File: src/rtl/ps2_keyboard_rx.sv
// ps2_keyboard_rx
// ---------------------------------------------------------------------------
// Receives PS/2 keyboard frames (start, 8 data bits LSB first, odd parity,
// stop), decodes the F0 (break) and E0 (extended) prefixes and presents
// set-2 scan codes to the downstream controller / LCD keycode input.
//
// Ports:
//   clk          in   system clock, all logic on posedge
//   rst          in   synchronous active-high reset
//   ps2_clk      in   raw PS/2 clock (asynchronous)
//   ps2_data     in   raw PS/2 data (asynchronous)
//   keycode      out  last non-prefix scan code, held until the next one
//   key_extended out  code was preceded by E0; updates with keycode
//   key_valid    out  one-cycle strobe, make code delivered
//   key_release  out  one-cycle strobe, break code (F0 xx) delivered
//   frame_err    out  one-cycle strobe, parity / stop / timeout error
// ---------------------------------------------------------------------------
module ps2_keyboard_rx #(
    parameter int FILTER_LEN     = 8,
    parameter int TIMEOUT_CYCLES = 50000
) (
    input  logic       clk,
    input  logic       rst,
    input  logic       ps2_clk,
    input  logic       ps2_data,
    output logic [7:0] keycode,
    output logic       key_extended,
    output logic       key_valid,
    output logic       key_release,
    output logic       frame_err
);

    localparam int              TW        = $clog2(TIMEOUT_CYCLES + 1);
    localparam logic [7:0]      FILT_LAST = 8'(FILTER_LEN - 1);
    localparam logic [TW-1:0]   TO_LAST   = TW'(TIMEOUT_CYCLES - 1);

    localparam logic [1:0] ST_IDLE   = 2'd0;
    localparam logic [1:0] ST_DATA   = 2'd1;
    localparam logic [1:0] ST_PARITY = 2'd2;
    localparam logic [1:0] ST_STOP   = 2'd3;

    // Stage p0/p1: two-flop synchronizers, idle level is 1
    logic clk_sync_p0, clk_sync_p1;
    logic data_sync_p0, data_sync_p1;

    always_ff @(posedge clk) begin
        if (rst) begin
            clk_sync_p0  <= 1'b1;
            clk_sync_p1  <= 1'b1;
            data_sync_p0 <= 1'b1;
            data_sync_p1 <= 1'b1;
        end else begin
            clk_sync_p0  <= ps2_clk;
            clk_sync_p1  <= clk_sync_p0;
            data_sync_p0 <= ps2_data;
            data_sync_p1 <= data_sync_p0;
        end
    end

    // Stage p2: glitch filter on the synchronized clock
    logic       clk_filt_p2;
    logic       clk_filt_d;
    logic [7:0] filt_cnt;
    logic       fall;

    // filt_cnt counts consecutive samples that disagree with the filtered
    // level; the FILTER_LEN-th disagreeing sample flips the level.
    always_ff @(posedge clk) begin
        if (rst) begin
            clk_filt_p2 <= 1'b1;
            clk_filt_d  <= 1'b1;
            filt_cnt    <= 8'd0;
        end else begin
            clk_filt_d <= clk_filt_p2;
            if (clk_sync_p1 == clk_filt_p2) begin
                filt_cnt <= 8'd0;
            end else if (filt_cnt == FILT_LAST) begin
                clk_filt_p2 <= clk_sync_p1;
                filt_cnt    <= 8'd0;
            end else begin
                filt_cnt <= filt_cnt + 8'd1;
            end
        end
    end

    assign fall = clk_filt_d & ~clk_filt_p2;

    // Frame FSM and timeout
    logic [1:0]    state;
    logic [2:0]    bit_cnt;
    logic [TW-1:0] to_cnt;
    logic [7:0]    shreg;
    logic          par_bit;
    logic          stop_edge;
    logic          frame_ok;
    logic          byte_good;
    logic          byte_bad;
    logic          timeout;

    assign stop_edge = fall && (state == ST_STOP);
    // Odd parity: XOR over data and parity bits must be 1; stop must be 1.
    assign frame_ok  = data_sync_p1 && (^{shreg, par_bit});
    assign byte_good = stop_edge && frame_ok;
    assign byte_bad  = stop_edge && !frame_ok;
    assign timeout   = (state != ST_IDLE) && !fall && (to_cnt == TO_LAST);

    always_ff @(posedge clk) begin
        if (rst) begin
            state   <= ST_IDLE;
            bit_cnt <= 3'd0;
            to_cnt  <= '0;
        end else begin
            if (state == ST_IDLE || fall) begin
                to_cnt <= '0;
            end else if (!timeout) begin
                to_cnt <= to_cnt + 1'b1;
            end

            if (timeout) begin
                state   <= ST_IDLE;
                bit_cnt <= 3'd0;
            end else if (fall) begin
                case (state)
                    ST_IDLE: begin
                        // A falling edge with data high is not a start bit.
                        if (!data_sync_p1) begin
                            state   <= ST_DATA;
                            bit_cnt <= 3'd0;
                        end
                    end
                    ST_DATA: begin
                        bit_cnt <= bit_cnt + 3'd1;
                        if (bit_cnt == 3'd7) begin
                            state <= ST_PARITY;
                        end
                    end
                    ST_PARITY: state <= ST_STOP;
                    default:   state <= ST_IDLE;
                endcase
            end
        end
    end

    // Data-path capture; contents are qualified by the FSM so need no reset
    always_ff @(posedge clk) begin
        if (fall && state == ST_DATA) begin
            shreg <= {data_sync_p1, shreg[7:1]};
        end
        if (fall && state == ST_PARITY) begin
            par_bit <= data_sync_p1;
        end
    end

    // Stage p3: byte decode and registered outputs
    logic brk_flag;
    logic ext_flag;

    always_ff @(posedge clk) begin
        if (rst) begin
            keycode      <= 8'd0;
            key_extended <= 1'b0;
            key_valid    <= 1'b0;
            key_release  <= 1'b0;
            frame_err    <= 1'b0;
            brk_flag     <= 1'b0;
            ext_flag     <= 1'b0;
        end else begin
            key_valid   <= 1'b0;
            key_release <= 1'b0;
            frame_err   <= 1'b0;
            if (byte_bad || timeout) begin
                frame_err <= 1'b1;
                brk_flag  <= 1'b0;
                ext_flag  <= 1'b0;
            end else if (byte_good) begin
                case (shreg)
                    8'hF0: brk_flag <= 1'b1;
                    8'hE0: ext_flag <= 1'b1;
                    default: begin
                        keycode      <= shreg;
                        key_extended <= ext_flag;
                        if (brk_flag) begin
                            key_release <= 1'b1;
                        end else begin
                            key_valid <= 1'b1;
                        end
                        brk_flag <= 1'b0;
                        ext_flag <= 1'b0;
                    end
                endcase
            end
        end
    end

endmodule

File: config.mk
export PLATFORM = sky130hd
export DESIGN_NAME = ps2_keyboard_rx
export DESIGN_NICKNAME = d
export VERILOG_FILES = /design/src/rtl/ps2_keyboard_rx.sv
export SDC_FILE = /design/constraint.sdc
export NUM_CORES = 1
export LEC_CHECK = 0
export CAP_MARGIN = 15
export CORE_MARGIN = 1
export CORE_UTILIZATION = 58
export CTS_CLUSTER_DIAMETER = 30
export DETAILED_ROUTE_END_ITERATION = 12
export PLACE_DENSITY_LB_ADDON = 0.1
export SLEW_MARGIN = 5
export SYNTH_ARGS = -nofsm -noshare
export SYNTH_HDL_FRONTEND = slang
export SYNTH_SLANG_ARGS = --single-unit
File: constraint.sdc
create_clock -name clk -period 2.3 [get_ports clk]
set_input_delay 0.46 -clock clk [delete_from_list [all_inputs] [get_ports clk]]
set_output_delay 0.46 -clock clk [all_outputs]
set_load 0.01 [all_outputs]
==> results.txt <==
The mux share of post-synthesis cell area is 5.09%. The clock root buffer is sky130_fd_sc_hd__clkbuf_8. Setup violations remaining at the end of the flow were counted as 0. The number of detailed-routing iterations run before antenna repair is 4.

The post-synthesis adder-cell area fraction is 4.11%. The slowest stage of the critical path belongs to the cell sky130_fd_sc_hd__or4_1. The pin count of the biggest net entering global routing came out at 21. The post-route fraction of the period consumed by the critical path came out at 86.1%. The per-cell routed wire length is 12.6 microns. The path class of the lowest-slack min-delay path is register to register. The normalized max-slew margin is 60.8%. The arrival time of the worst setup path is 2.18 ns.

The number of non-filler instances in the completed layout is 314. The count of maximum capacitance violations is 0. The kind of cell adding the most delay to the critical path is simple AND/OR/NAND/NOR gates. The launching element type of the critical path is a register. The final net count came out at 271. At the end of routability-driven placement, the weighted congestion stood at 0.800. The placement row count came out at 23. Summing all flip-flop and latch instances after layout gives 0.00125 sq mm.

The complex-gate fraction of the synthesized area is 4.99%. By area, the combinational part of the netlist is dominated by simple AND/OR/NAND/NOR gates. In the layout the commonest cells are sky130_fd_sc_hd__dfxtp_1, sky130_fd_sc_hd__nor2_1, sky130_fd_sc_hd__clkdlybuf4s50_1, sky130_fd_sc_hd__nand3_1. The worst setup path is captured at a register.

The antenna diode count is 0. The static leakage came out at 1.00 nW. For the worst-skew pair, the clock arrives at the later sink with an insertion delay of 0.33 ns. The count of fill cells added during filler insertion came out at 288. Summed over all failing endpoints, the final setup total negative slack is 0 ns.

The total area of multi-input combinational cells is 0.00113 sq mm. The effective utilization at floorplan came out at 60.8%. The number of pins exceeding their max-slew limit in the final report is 0. The highest net fanout along the worst path is 9. The Yosys warning count came out at 0. The worst voltage drop across the vdd grid is 452 uV. The number of flip-flops and latches in the synthesized netlist came out at 58. The library cell used most frequently in the layout, excluding fill and tap cells, is sky130_fd_sc_hd__dfxtp_1.

The count of nets left with antenna violations once routing finished came out at 0. The total overflow left after global routing is 0. Setup repair after global routing left no endpoint under its margin. Counting distinct cell types in the post-synthesis netlist gives 38. The TritonCTS buffer count came out at 9. After clock tree synthesis, the clock-pin slew on the worst setup and hold paths is 0.06 ns. The net count after synthesis came out at 249.

The area growth from synthesis to layout came out at 16.7%. The residual DRC count is 0. The synthesized-area fraction occupied by xor and xnor cells is 10.7%. The critical path goes through inv_1, ha_1, or4_1, nor2_2, or2_2, nor4_1.

The height of the chip came out at 66.8 microns. The placeable core region came out at 0.00400 sq mm. The total number of H-tree levels came out at 3. The critical path's largest stage delay is 0.55 ns.

The maximum clock insertion buffer count came out at 2. Synthesis produced 237 cells. The slew at the pin with the worst max-slew slack is 0.583 ns. The cell area that synthesis handed to floorplanning was 0.00243 sq mm.

The average instance in the mapped netlist occupies 10.3 sq um. The detailed-placement wirelength estimate came out at 2730 microns. The share of layout cells above drive strength 1 is 10.6%. The hold buffer count at CTS came out at 0.

The number of buffers and inverters on the critical path is 1. The final-report hold violation count is 0. In this run, synthesis inferred 9 flip-flops with an integrated enable.

The cell count after placement is 298. The number of antenna violations at the first check in global routing came out at 0. The via count of the first global-routing pass is 1441.

Across all layers, the routed design uses 1673 vias. The power density over the cells is 702 mW/mm^2. The detailed router's first-iteration violation count came out at 70.

The fraction of the yosys area taken by sequential cells came out at 51.4%. The basic-gate share of the synthesized area counting and, or, nand and nor cells is 21.3%. The routed wire length is 3960 microns. The critical path class is register to register.

The fmax is 505 MHz. The global router's overall resource usage is 20.2%. The clock period could shrink to 1.98 ns. The number of post-CTS setup repair buffers is 0. The proportion of register bits with asynchronous set or reset after synthesis is 0%.

The first-pass GRT wire length came out at 6580 microns. The TritonCTS clock tree is done. The ratio of routed vias to standard cells came out at 5.33. The number of resized instances in the post-cts repair step came out at 0. Among all flip-flop cells after synthesis, the most frequent one is sky130_fd_sc_hd__dfxtp_1.

The run finished with clean final reports. The worst clock skew on the final layout came out at 0.0106 ns. The die covers 0.00446 sq mm. The number of ports placed on the die boundary came out at 16.

The number of clock sinks came out at 58. The endpoint required time on the critical path is 2.50 ns. The chip width is 66.8 microns. The number of port buffers is 15.
==> sequential cells by signal, summed over array words and instances, names as in the netlist, 2 cells and up <==
name / count
to_cnt: 16
filt_cnt: 8
keycode: 8
shreg: 8
bit_cnt: 3
state: 2
==> cell usage after synthesis (3+ instances only) <==
cell type                   n  area [sq um]
sky130_fd_sc_hd__nor3_1     3          15.0
sky130_fd_sc_hd__ha_1       8           100
sky130_fd_sc_hd__nor4_1     5          31.3
sky130_fd_sc_hd__nor2_1    41           154
sky130_fd_sc_hd__or3_1      5          31.3
sky130_fd_sc_hd__or2_2      7          43.8
sky130_fd_sc_hd__dfxtp_1   49           981
sky130_fd_sc_hd__nand2_1    8          30.0
sky130_fd_sc_hd__mux2i_1   11           110
sky130_fd_sc_hd__and3_1     4          25.0
sky130_fd_sc_hd__xor2_1    11          96.3
sky130_fd_sc_hd__xnor2_1   11          96.3
sky130_fd_sc_hd__o21ai_0    5          25.0
sky130_fd_sc_hd__a21oi_1    7          35.0
sky130_fd_sc_hd__clkbuf_1   6          22.5
sky130_fd_sc_hd__inv_1      6          22.5
sky130_fd_sc_hd__edfxtp_1   9           270
sky130_fd_sc_hd__nand3_1   12          60.1
==> worst reg2reg max path, cell delays in order (launching register included) <==
cell and delay, ns:
sky130_fd_sc_hd__dfxtp_1 0.37, sky130_fd_sc_hd__inv_1 0.08, sky130_fd_sc_hd__ha_1 0.25, sky130_fd_sc_hd__or4_1 0.55, sky130_fd_sc_hd__nor2_2 0.28, sky130_fd_sc_hd__or2_2 0.25, sky130_fd_sc_hd__nor4_1 0.07
==> area by class of cell <==
type / instances / share of cell area, %
inverters: 6 / 0.793
repair buffers: 18 / 6.08
clock buffers: 11 / 5.38
clock inverters: 5 / 1.81
flip-flops and latches: 58 / 44.1
well taps: 50 / 2.20
multi-input cells: 166 / 39.7
==> metrics by stage <==
step | instance area, sq um | power [mW] | hold WS (ns) | setup slack, ns | utilization (%)
2_1_floorplan | 2430 | 1.07 | 0.389 | 0.351 | -
3_5_place_dp | 2640 | 1.08 | 0.397 | 0.330 | 65.9
3_3_place_gp | 2640 | 1.08 | 0.396 | 0.381 | 65.9
4_1_cts | 2840 | 2.01 | 0.412 | 0.315 | 71.0
5_1_grt | 2840 | 2.07 | 0.428 | 0.192 | 71.0
6_report | 2840 | 1.99 | 0.411 | 0.319 | 71.0
==> power breakdown <==
part / leakage (nW) / internal [mW] / switching, mW
Sequential: 0.476 / 1.03 / 0.00231
Clock: 0.102 / 0.558 / 0.383
Combinational: 0.426 / 0.00998 / 0.0100
Total: 1.00 / 1.60 / 0.395
==> final timing paths <==
path	startpoint	endpoint	slack, ns	cells after the start
min	clk_sync_p0	clk_sync_p1	0.41	1
max	state[0]	brk_flag	0.32	6
min reg2reg	clk_sync_p0	clk_sync_p1	0.41	1
max reg2reg	state[0]	brk_flag	0.32	6
==> metal layers <==
layer / routed length [microns] / vias to the layer above / GRT usage (%)
met5: 0 / - / 0
met4: 40 / 0 / 7.98
met3: 153 / 7 / 7.71
met2: 1760 / 29 / 29.8
met1: 2000 / 776 / 26.5
li1: - / 861 / -
==> logic make-up (layout without fill, tap and decap cells) <==
kind of cell / Yosys count / in the layout
and+or+nand+nor: 102 / 102
muxes: 12 / 12
AOI/OAI and AO/OA: 19 / 19
xor gates and xnor gates: 25 / 25
buffers and inverters: 13 / 40
DFF: 58 / 58
adders and majority gates: 8 / 8
Note: power is estimated with default switching activity, not from simulation.
==> variant 1, RTL diff (same settings) <==
Change the parameter `TIMEOUT_CYCLES` from 50000 to 25000.
--- a/src/rtl/ps2_keyboard_rx.sv
+++ b/src/rtl/ps2_keyboard_rx.sv
@@ -19,3 +19,3 @@
     parameter int FILTER_LEN     = 8,
-    parameter int TIMEOUT_CYCLES = 50000
+    parameter int TIMEOUT_CYCLES = 25000
 ) (
Behaviour: same outputs for any inputs over 10 cycles, from zero or initial values and one cycle with rst high; that may be too few to reach the edited logic, so the function may still have changed.
==> variant 1 against the unedited design <==
Wire length grew 0.28%. Combinational power grew 32%. Setup slack got worse by 85 ps. Synthesized cell count rose by 3.4%. Sequential share of layout area fell by 0.49 points. Area after synthesis increased by 0.98%. Sequential cell count is 1 lower. Hold slack gained 3.5 ps. Cell area down 0.48%. Non-clock buffer count down 1. Cell count up 2.2%. Power shrank 7.0%. Largest power group unchanged. Highest routed layer unchanged.
==> variant 1: results (changes against the unedited design) <==
synth top area cells = dfxtp_1, edfxtp_1, nor2_1
CP max stage delay = 470 ps (-80 ps)
Syn Inst Count = 245 (+3.4%)
vias in the first global route = 1573 (+9.2%)
placed wire-length estimate = 2810 um (+2.9%)
CP max-delay cell = edfxtp_1
post-synthesis cell type count = 41 (+7.9%)
vias per cell = 5.23 (-1.8%)
Syn Nets = 257 (+3.2%)
Post-Layout Cell Count = 321 (+2.2%)
Routed WL = 3970 um (+0.28%)
largest net degree at the start of global routing = 17 (-19%)
Final Wtd Congestion = 0.830 (+3.8%)
Slew @ Worst Pin = 476 ps (-106 ps)
share of cells above drive strength 1 = 9.96% (-0.64 points)
Worst Path Max Fanout = 5 (-4)
synth cell count leaders = dfxtp_1, nor2_1, nand2b_1
Lkg Pwr = 1.01 nW (+0.94%)
pre-CTS WS = 256 ps (-74.7 ps)
maximum clock frequency = 0.484 GHz (-4.1%)
Fill cells = 316 (+9.7%)
Hold Startpoint = data_sync_p0$_SDFF_PP1_
clk buf depth = 2 (unchanged)
sequential fraction of the synthesis area = 50.1% (-1.3 points)
Cells after DPL = 305 (+2.3%)
worst clock skew = 3.44 ps (-7.16 ps)
DR iter-0 viols = 100 (+43%)
worst endpoint data arrival time = 2300 ps (+120 ps)
status = finished clean
Area after DPL = 2650 um^2 (+0.62%)
first-pass GRT wire length = 6760 um (+2.6%)
[variant 1: changes by cell type after synthesis, moves of 2 or more]
cell       unedited run  this run
nand2b_1              1        17
nor2_1               41        34
nand2_1               8        14
nand3_1              12        10
nor4_1                5         3
o2111ai_1             2         0
o21ai_0               5         3
xnor3_1               2         0
xor2_1               11        13
[variant 1: power breakdown]
group,switching [W],internal [W]
logic,0.0000115,0.0000150
registers,0.00000222,0.00101
clock network,0.000368,0.000444
[variant 1: layout make-up]
type,instances,area share (%)
timing repair buffer,17,5.85
tap,50,2.21
sequential,57,43.6
inverter,6,0.797
multi-input combinational,175,41.4
clock buffer,13,5.62
clock inverter,3,0.531
[variant 1: per-layer routing]
metal  global-route usage, %  vias up  part of all wire [%]  routed length (um)
li1                        -      868                     -                   -
met1                    23.7      786                    47                1880
met2                    33.3       19                    48                1900
met3                    7.53        7                   3.3                 132
met4                    12.5        0                   1.6                  62
met5                       0        -                     0                   0
[variant 1: worst paths after layout]
kind                            depth (start not counted)                       to
worst max register to register                          6    brk_flag$_SDFFE_PP0P_
worst max-delay path                                    6    brk_flag$_SDFFE_PP0P_
worst min-delay path                                    1  data_sync_p1$_SDFF_PP1_
worst min register to register                          1  data_sync_p1$_SDFF_PP1_
[variant 1: cell families (layout without fill, tap and decap cells)]
logic type,count (synthesis),count (layout),synth area share (%)
mux,11,11,4.48
flops,57,57,50.1
compound gates,19,19,4.89
xor+xnor,27,27,10.5
fa+ha+maj,8,8,4.07
simple gates,110,110,23.6
buf+inv,13,39,2.29
[variant 1: critical path: cells and delay by family, from the launching register on]
kind,cells,cell delay (ps)
AOI/OAI and AO/OA,1,140
xor gates and xnor gates,4,1140
DFF,1,470
and+or+nand+nor,1,220
[variant 1: metrics by stage]
step           utilization (%)  hold slack, ps
2_1_floorplan                -             389
3_3_place_gp              65.8             393
3_5_place_dp              65.8             400
4_1_cts                   70.1             418
5_1_grt                   70.1             433
6_report                  70.1             414
==> variant 2, RTL diff (same flow settings) <==
Without the edit above. Reset style: asynchronous (`rst`), changed in 4 clocked blocks. Comments in the files are not updated.
--- a/src/rtl/ps2_keyboard_rx.sv
+++ b/src/rtl/ps2_keyboard_rx.sv
@@ -45,3 +45,3 @@
 
-    always_ff @(posedge clk) begin
+    always_ff @(posedge clk or posedge rst) begin
         if (rst) begin
@@ -67,3 +67,3 @@
     // level; the FILTER_LEN-th disagreeing sample flips the level.
-    always_ff @(posedge clk) begin
+    always_ff @(posedge clk or posedge rst) begin
         if (rst) begin
@@ -106,3 +106,3 @@
 
-    always_ff @(posedge clk) begin
+    always_ff @(posedge clk or posedge rst) begin
         if (rst) begin
@@ -157,3 +157,3 @@
 
-    always_ff @(posedge clk) begin
+    always_ff @(posedge clk or posedge rst) begin
         if (rst) begin
Check against the original RTL: same outputs for any inputs over 10 cycles, from zero or initial values and one cycle with rst high; that may be too few to reach the edited logic, so the function may still have changed.
==> variant 2 against the unedited design <==
Area after synthesis grew 7.2%. Hold slack lost 54 ps. Die area increased by 7.0%. Sequential cell count is the same. Cell count down 3.2%. Setup slack worse by 110 ps. Cell area rose by 5.9%. First-iteration DRC count is 21% higher. Wire length rose by 19%. Count of clock-buffer cells in the layout decreased by 2. Largest cell class unchanged.
Power is not compared: it rests on default switching activity, and its combinational part moved more than twofold at a synthesized area within 25%.
==> variant 2: results (changes against the unedited design) <==
Fill cells = 316 (+9.7%)
Seq area share = 50.0% (+5.9 points)
clk cell area share = 5.66% (-1.5 points)
Syn Nets = 234 (-6.0%)
buffering overhead = 6.16% (+0.074 points)
vias in the first global route = 1758 (+22%)
Max Used Layer = met4
share of cells above drive strength 1 = 16.7% (+6.1 points)
antenna violations before repair = 0 (unchanged)
clock-pin slew on the worst setup and hold paths = 70 ps
Final Wtd Congestion = 0.797 (-0.29%)
number of synthesized flops with an enable pin = 9 (unchanged)
WL met2 = 2310 um (+31%)
port bufs = 15 (unchanged)
first-pass GRT wire length = 8220 um (+25%)
Area after DPL = 2840 um^2 (+7.7%)
clk buf depth = 2 (unchanged)
inverters = 7 (+1)
worst clock skew = 7.49 ps (-3.10 ps)
clock buffer count = 9 (-2)
top_reg_cell synth = dfrtp_1
Synth Area in XOR/XNOR = 8.87% (-1.9 points)
met2 Usage GRT = 34.7% (+4.9 points)
multi-input gates = 153 (-7.8%)
Adder-Cell Fraction of Synth Area = 3.84% (-0.28 points)
final net count = 259 (-4.4%)
Slew @ Worst Pin = 614 ps (+31.1 ps)
post-synthesis mux area share = 3.45% (-1.6 points)
Worst Path Max Fanout = 5 (-4)
Compound-Gate Fraction of Synth Area = 6.62% (+1.6 points)
post-synthesis cell type count = 45 (+18%)
synth top area cells = dfrtp_1, edfxtp_1, dfstp_2
fraction of area in multi-input gates = 35.1% (-4.5 points)
DR iter-0 viols = 85 (+21%)
final instance area = 3010 um^2 (+5.9%)
sequential fraction of the synthesis area = 57.6% (+6.2 points)
status = finished clean
Tap Cells = 52 (+4.0%)
M1 WL = 2030 um (+1.2%)
placed wire-length estimate = 3390 um (+24%)
clk_lat worst skew = 340 ps
fraction of registers with async set/reset = 84.5% (+84 points)
largest net degree at the start of global routing = 32 (+52%)
met3 WL = 210 um (+37%)
met3 Use GR = 6.58% (-1.1 points)
Post-CTS Resized = 0 (unchanged)
pre-CTS WS = 240 ps (-90.1 ps)
GRT Resource Usage Total = 22.7% (+2.4 points)
Routed WL = 4720 um (+19%)
synth cell count leaders = dfrtp_1, nor2_1, nand2_1, xor2_1, nand3_1
worst endpoint data arrival time = 2310 ps (+130 ps)
seq_cells = 58 (unchanged)
ANT cells = 0 (unchanged)
grt met1 use = 28.4% (+1.8 points)
vias = 1775 (+6.1%)
## variant 2: cell count changes after synthesis, moves of 4 or more
cell     before  now
mux2_2        0    8
nand2_1       8   12
mux2i_1      11    0
nor2_1       41   26
dfrtp_1       0   43
or2_2         7    1
dfxtp_1      49    0
dfstp_2       0    6
## variant 2: metrics by stage
| step | hold WS, ps | cells |
|---|---|---|
| after floorplan | 345 | 222 |
| after global placement | 346 | 288 |
| after detailed placement | 348 | 288 |
| after CTS | 357 | 304 |
| after global routing | 360 | 304 |
| final | 357 | 304 |
## variant 2: kinds of logic after synthesis
family                     Yosys count
DFF                                 58
and+or+nand+nor                     86
AOI/OAI and AO/OA                   27
buffers and inverters               11
adders and majority gates            8
muxes                                8
xor gates and xnor gates            24
## variant 2: final timing paths
path                                             start                     end  slack [ps]  depth (start not counted)
worst max register to register   to_cnt[5]$_DFFE_PP0P_    brk_flag$_DFFE_PP0P_         210                          5
worst min register to register  data_sync_p0$_DFF_PP1_  data_sync_p1$_DFF_PP1_         360                          0
worst max-delay path             to_cnt[5]$_DFFE_PP0P_    brk_flag$_DFFE_PP0P_         210                          5
worst min-delay path            data_sync_p0$_DFF_PP1_  data_sync_p1$_DFF_PP1_         360                          0
max in group asynchronous                          rst  data_sync_p1$_DFF_PP1_        1300                          3
min in group asynchronous                          rst   filt_cnt[4]$_DFF_PP0_         430                          2
## variant 2: where the power goes
part	switching [W]	internal (W)	leakage [nW]
logic	0.000341	0.000243	0.503
clock network	0.000411	0.000383	0.0709
registers	0.000108	0.00118	0.737
## variant 2: worst max-delay path, cell delays in order (launching register included)
cell	delay, ps
dfrtp_1	430
or4b_4	560
nor4_1	580
nand2b_1	150
a22oi_1	200
nor2_1	60
